[src/rtl/traffic_light_monitor_if.sv]
// Lamp bus between the traffic-light controller and anything observing it.
// Latency: none, plain wires.
// Backpressure: none; the bus is broadcast and only the controller drives it.
interface traffic_light_monitor_if;
    // one-hot lamps: [2]=red, [1]=yellow, [0]=green
    logic [2:0] light;

    modport master (output light);
    modport slave  (input  light);
endinterface

[src/rtl/traffic_light_monitor.sv]
// Passive checker of the lamp sequence, dwell times and encoding, plus a light-cycle counter.
// Latency: 1 clock from a lamp sample to phase/dwell/error outputs (all outputs registered).
// Backpressure: none; the monitor only listens and never stalls or drives the lamp bus.
module traffic_light_monitor #(
    parameter int RED_CYCLES    = 5,
    parameter int GREEN_CYCLES  = 4,
    parameter int YELLOW_CYCLES = 2,
    parameter int CNT_W         = 8
) (
    input  logic                         clk,
    input  logic                         reset,
    traffic_light_monitor_if.slave       bus,
    output logic                         locked,
    output logic [1:0]                   phase,
    output logic [CNT_W-1:0]             dwell,
    output logic                         err_pulse,
    output logic                         err_illegal,
    output logic                         err_seq,
    output logic                         err_short,
    output logic                         err_long,
    output logic [15:0]                  cycle_count
);

    localparam logic [2:0] LAMP_RED    = 3'b100;
    localparam logic [2:0] LAMP_YELLOW = 3'b010;
    localparam logic [2:0] LAMP_GREEN  = 3'b001;

    localparam logic [1:0] PH_NONE   = 2'd0;
    localparam logic [1:0] PH_RED    = 2'd1;
    localparam logic [1:0] PH_GREEN  = 2'd2;
    localparam logic [1:0] PH_YELLOW = 2'd3;

    localparam logic [CNT_W-1:0] REQ_RED    = CNT_W'(RED_CYCLES);
    localparam logic [CNT_W-1:0] REQ_GREEN  = CNT_W'(GREEN_CYCLES);
    localparam logic [CNT_W-1:0] REQ_YELLOW = CNT_W'(YELLOW_CYCLES);
    localparam logic [CNT_W-1:0] DWELL_MAX  = {CNT_W{1'b1}};

    typedef enum logic {
        UNSYNC = 1'b0,
        TRACK  = 1'b1
    } state_t;

    function automatic logic is_legal(input logic [2:0] code);
        return (code == LAMP_RED) || (code == LAMP_GREEN) || (code == LAMP_YELLOW);
    endfunction

    // Successor in RED -> GREEN -> YELLOW -> RED; illegal codes map to 000 (never matches).
    function automatic logic [2:0] successor(input logic [2:0] code);
        case (code)
            LAMP_RED:    return LAMP_GREEN;
            LAMP_GREEN:  return LAMP_YELLOW;
            LAMP_YELLOW: return LAMP_RED;
            default:     return 3'b000;
        endcase
    endfunction

    function automatic logic [1:0] phase_of(input logic [2:0] code);
        case (code)
            LAMP_RED:    return PH_RED;
            LAMP_GREEN:  return PH_GREEN;
            LAMP_YELLOW: return PH_YELLOW;
            default:     return PH_NONE;
        endcase
    endfunction

    function automatic logic [CNT_W-1:0] required(input logic [2:0] code);
        case (code)
            LAMP_RED:    return REQ_RED;
            LAMP_GREEN:  return REQ_GREEN;
            LAMP_YELLOW: return REQ_YELLOW;
            default:     return '0;
        endcase
    endfunction

    logic [2:0]       light;
    logic [2:0]       prev;
    state_t           state;
    state_t           state_d;
    logic [1:0]       phase_d;
    logic [CNT_W-1:0] dwell_d;
    logic [15:0]      cycle_d;
    logic             hit_illegal;
    logic             hit_seq;
    logic             hit_short;
    logic             hit_long;

    assign light = bus.light;

    // State, previous sample and all registered outputs; sticky flags only clear on reset.
    always_ff @(posedge clk) begin
        if (reset) begin
            state       <= UNSYNC;
            prev        <= 3'b000;
            locked      <= 1'b0;
            phase       <= PH_NONE;
            dwell       <= '0;
            err_pulse   <= 1'b0;
            err_illegal <= 1'b0;
            err_seq     <= 1'b0;
            err_short   <= 1'b0;
            err_long    <= 1'b0;
            cycle_count <= 16'd0;
        end else begin
            state       <= state_d;
            prev        <= light;
            locked      <= (state_d == TRACK);
            phase       <= phase_d;
            dwell       <= dwell_d;
            err_pulse   <= hit_illegal | hit_seq | hit_short | hit_long;
            err_illegal <= err_illegal | hit_illegal;
            err_seq     <= err_seq | hit_seq;
            err_short   <= err_short | hit_short;
            err_long    <= err_long | hit_long;
            cycle_count <= cycle_d;
        end
    end

    // Next state, dwell/phase tracking and violation detection; in TRACK, prev is the tracked phase.
    always_comb begin
        state_d     = state;
        phase_d     = phase;
        dwell_d     = dwell;
        cycle_d     = cycle_count;
        hit_illegal = 1'b0;
        hit_seq     = 1'b0;
        hit_short   = 1'b0;
        hit_long    = 1'b0;

        if (!is_legal(light)) begin
            // Bad encoding drops lock from either state; the abandoned phase is not timed.
            hit_illegal = 1'b1;
            state_d     = UNSYNC;
            phase_d     = PH_NONE;
            dwell_d     = '0;
        end else if (state == UNSYNC) begin
            // Lock only on an observed legal transition, so the first phase is never timed.
            if (is_legal(prev) && (light == successor(prev))) begin
                state_d = TRACK;
                phase_d = phase_of(light);
                dwell_d = CNT_W'(1);
            end else begin
                phase_d = PH_NONE;
                dwell_d = '0;
            end
        end else if (light == prev) begin
            // Same phase continues; overrun flagged once, on the cycle dwell reaches required+1.
            if (dwell != DWELL_MAX) begin
                dwell_d = dwell + CNT_W'(1);
                if (dwell == required(prev)) begin
                    hit_long = 1'b1;
                end
            end
        end else if (light == successor(prev)) begin
            // Orderly advance: judge the old phase, start the new one.
            if (dwell < required(prev)) begin
                hit_short = 1'b1;
            end
            phase_d = phase_of(light);
            dwell_d = CNT_W'(1);
            if ((prev == LAMP_YELLOW) && (cycle_count != 16'hFFFF)) begin
                cycle_d = cycle_count + 16'd1;
            end
        end else begin
            // Legal code out of order: lose lock without judging the abandoned phase.
            hit_seq = 1'b1;
            state_d = UNSYNC;
            phase_d = PH_NONE;
            dwell_d = '0;
        end
    end

endmodule

[src/flat_wrapper.sv]
// flat-port wrapper written by rule: the top's interface ports become plain ports
module traffic_light_monitor_flat 
#(
    parameter int RED_CYCLES    = 5,
    parameter int GREEN_CYCLES  = 4,
    parameter int YELLOW_CYCLES = 2,
    parameter int CNT_W         = 8
)
  (clk, reset, locked, phase, dwell, err_pulse, err_illegal, err_seq, err_short, err_long, cycle_count, bus_light);
  traffic_light_monitor_if bus_i ();
  input  logic clk;
  input  logic reset;
  output logic locked;
  output logic [1:0] phase;
  output logic [CNT_W-1:0] dwell;
  output logic err_pulse;
  output logic err_illegal;
  output logic err_seq;
  output logic err_short;
  output logic err_long;
  output logic [15:0] cycle_count;
  input wire logic [$bits(bus_i.light)-1:0] bus_light;
  assign bus_i.light = bus_light;
  traffic_light_monitor #(.RED_CYCLES(RED_CYCLES), .GREEN_CYCLES(GREEN_CYCLES), .YELLOW_CYCLES(YELLOW_CYCLES), .CNT_W(CNT_W)) u_core (.clk(clk), .reset(reset), .bus(bus_i), .locked(locked), .phase(phase), .dwell(dwell), .err_pulse(err_pulse), .err_illegal(err_illegal), .err_seq(err_seq), .err_short(err_short), .err_long(err_long), .cycle_count(cycle_count));
endmodule
[config.mk]
export PLATFORM = sky130hd
export DESIGN_NAME = traffic_light_monitor_flat
export DESIGN_NICKNAME = d
export VERILOG_FILES = /design/src/rtl/traffic_light_monitor_if.sv /design/src/rtl/traffic_light_monitor.sv /design/src/flat_wrapper.sv
export SDC_FILE = /design/constraint.sdc
export NUM_CORES = 1
export LEC_CHECK = 0
export CAP_MARGIN = 25
export CORE_UTILIZATION = 40
export DETAILED_ROUTE_END_ITERATION = 8
export GPL_TIMING_DRIVEN = 0
export PLACE_DENSITY = 0.72
export SYNTH_ARGS = -nofsm -noshare
export SYNTH_HDL_FRONTEND = slang
export SYNTH_SLANG_ARGS = --single-unit
[constraint.sdc]
create_clock -name clk -period 3.8 [get_ports clk]
set_input_delay 1.14 -clock clk [delete_from_list [all_inputs] [get_ports clk]]
set_output_delay 1.14 -clock clk [all_outputs]
set_load 0.05 [all_outputs]
==> metrics <==
layout cells sized above 1 about a tenth; max cap viols 0; fmax 335 MHz; top_reg_cell synth dfxtp_1; H-Tree Depth 2; Tightest Pin Transition 0.581 ns; Critical Path Stages 5; met3 routed WL 175 um; synth top area cells dfxtp_1 (35%), nor2_1 (5.7%), nand3_1 (4.3%), nor2b_1 (4.1%), mux2_2 (4.0%); # nets final 297; met1 WL 2260 um; setup slack, reg-to-reg around 1.5 ns; Via density 5.39; EDFF count, synth 0; Slew Viols, Final 0; slowest library cell on the worst path or4b_1; status finished clean; num rows 25; Final Hold Violating Endpoints 0; WL final 4650 um; detailed-route via count approximately 1900; Post-Syn Instances 244; Slew HR between 60% and 70%; # resized after CTS 0; min-delay worst type flip-flop to flip-flop; P_leak 0.858 nW; WL/cell approximately 13 um; clk_lat worst skew 0.29 ns; capturing point of the worst reg2reg path u_core.cycle_count[8]; WP data arrival 3.19 ns; GPL Wtd Cong 0.904; average size of a mapped cell 8.09 um2; syn nets between 200 and 300; post-route ant nets 0; min cycle time layout 2.99 ns; PwrDens 315 nW/um2; drt initial violations 96; Yosys top cell by area dfxtp_1; Placeable Area approximately 4700 um2; Setup CP Type primary input to flip-flop; Final period util 78.6%; postcts setup bufs 0; post-synth cell types 42; IO Pins 37; Yosys top cell area share 35.5%; Top Metal Used met4; first-pass GRT wire length 7760 um; FF+latch count, synth 35; crit path launch bus_light[0]; Reg2Reg Depth 7; Peak VDD IR approximately 0.00017 V; pin count of the biggest net entering global routing 12; Setup TNS 0 ns; Setup crit end kind flip-flop; Hold Buf Count CTS 0; Worst setup endpoint u_core.phase[1]; Sink Count 35; Antenna Cells 0; Startpoint Class primary input; WHS 0.454 ns; endpoints failing setup 0; mapped cell area 1970 um2; PortBufs 34; vias in the first global route 1641; Initial Utilization 41.8%; Slowest Stage Delay on Critical Path 0.62 ns; Num CTS Buffers 5; Synth async-reset ratio 0%; die area 5220 um2; Overflow after GRT 0; initial antenna violation count 0; CTS max path bufs 2; crit-path cells clkdlybuf4s50_1 > or4b_1 > o311a_1 > or3_1 > o32ai_1; Final HPWL DP roughly 3400 um; Pre-antenna DRT Iters 4; Worst path top cell family by delay simple AND/OR/NAND/NOR gates; CP bufs+invs 1; gr usage total 19.0%; WP data required about 4.0 ns; CTS tree yes; die width 72.3 um; Syn. warnings 0; RSZ-0062 raised after global routing false; fillers about 450; drt drc 0; met2 routed WL between 2000 and 2500 um; Die Y a little over 70 um; Layout Area Growth over Synthesis 27.7%; sequential area share after synthesis 35.5%; Layout Skew approximately 0.0033 ns; Reg2Reg Launch Point u_core.prev[0]; worst-path maximum fanout 6; clk root buf clkbuf_8; Reg clk slew, reported paths 0.07 ns
worst register-to-register path, stage by stage (launching register included):
cell     delay [ns]
dfxtp_1        0.30
buf_2          0.17
or3b_4         0.44
nor3_2         0.22
nand3_1        0.12
buf_2          0.20
nor4_1         0.35
mux2_2         0.38
through the flow:
stage / util [%] / setup WS (ns) / std cells / total power, mW / area, um2
6_report: 53.4 / 0.812 / 354 / 0.793 / 2520
5_1_grt: 53.4 / 0.755 / 354 / 0.828 / 2520
4_1_cts: 53.3 / 0.830 / 353 / 0.798 / 2520
3_5_place_dp: 50.8 / 0.518 / 345 / 0.451 / 2400
3_3_place_gp: 50.8 / 0.553 / 345 / 0.450 / 2400
2_1_floorplan: - / 1.02 / 244 / 0.431 / 1970
sequential cells by signal, indices dropped and copies added (netlist names):
| signal | count |
|---|---|
| u_core.err_illegal | 1 |
| u_core.prev | 3 |
| u_core.err_short | 1 |
| u_core.locked | 1 |
| u_core.dwell | 8 |
| u_core.err_pulse | 1 |
| u_core.phase | 2 |
| u_core.cycle_count | 16 |
| u_core.err_long | 1 |
| u_core.err_seq | 1 |
metal layers:
layer / vias to the layer above / track usage, %
met1: 890 / 25.4
met2: 48 / 30.5
met3: 4 / 4.58
met4: 0 / 5.01
met5: - / 0
li1: 965 / -
logic make-up after synthesis:
family	count (synthesis)	synth area share, %
buffers and inverters	23	5.01
muxes	10	5.51
xor gates and xnor gates	7	3.11
adders and majority gates	7	4.31
DFF	35	35.5
and+or+nand+nor	126	35.0
AOI/OAI and AO/OA	36	11.6
layout make-up:
| cell class | count | area, um2 | area share (%) |
|---|---|---|---|
| clock buffer | 6 | 82.6 | 3.28 |
| inverter | 9 | 33.8 | 1.34 |
| tap | 67 | 83.8 | 3.33 |
| timing repair buffer | 35 | 345 | 13.7 |
| sequential | 35 | 701 | 27.8 |
| multi-input combinational | 186 | 1170 | 46.6 |
| clock inverter | 2 | 35.0 | 1.39 |
| buffer | 14 | 65.1 | 2.58 |
power breakdown:
group          switching, mW  internal (mW)
clock                  0.138          0.212
sequential           0.00152          0.370
combinational         0.0448         0.0259
synth_stat cells (all sizes together), types with 2 or more instances:
| library cell | instances |
|---|---|
| nor4 | 6 |
| nand4 | 7 |
| nor4bb | 3 |
| mux2i | 3 |
| mux2 | 7 |
| and3 | 2 |
| or4 | 6 |
| a21oi | 12 |
| xor2 | 2 |
| nand3 | 17 |
| o31ai | 5 |
| inv | 9 |
| o21ai | 6 |
| o32ai | 2 |
| nor2b | 13 |
| nand2 | 17 |
| a211oi | 2 |
| a31oi | 4 |
| xnor2 | 5 |
| dfxtp | 35 |
| nor3 | 12 |
| nor2 | 30 |
| nand3b | 2 |
| or3 | 6 |
| ha | 6 |
| buf | 9 |
| clkbuf | 5 |
worst min path at each step:
stage	startpoint	end	slack (ns)	cells after the start
after CTS	u_core.phase[0]	u_core.phase[0]	0.46	2
after detailed placement	u_core.phase[0]	u_core.phase[0]	0.44	2
final	u_core.phase[0]	u_core.phase[0]	0.45	2
after global placement	u_core.err_short	u_core.err_short	0.44	2
after floorplan	u_core.err_short	u_core.err_short	0.66	2
after global routing	u_core.err_short	u_core.err_short	0.47	2
placed cells by master (no fill, tap or decap), types with 3 or more instances in the layout:
cell type and count:
nor2b_1 13, dfxtp_1 35, inv_1 9, or4_1 6
clkbuf_8 6, nor2_1 30, a31oi_1 4, ha_1 6
nor3_1 11, or3_1 6, clkbuf_1 5, nor4_1 6
nand4_1 6, clkdlybuf4s50_1 34, buf_2 7, nand3_1 17
mux2i_1 3, o21ai_0 6, a21oi_1 12, nand2_1 17
nor4bb_1 3, o31ai_1 5, mux2_2 7, xnor2_1 5
No activity file was read; power rests on OpenSTA's default activity.
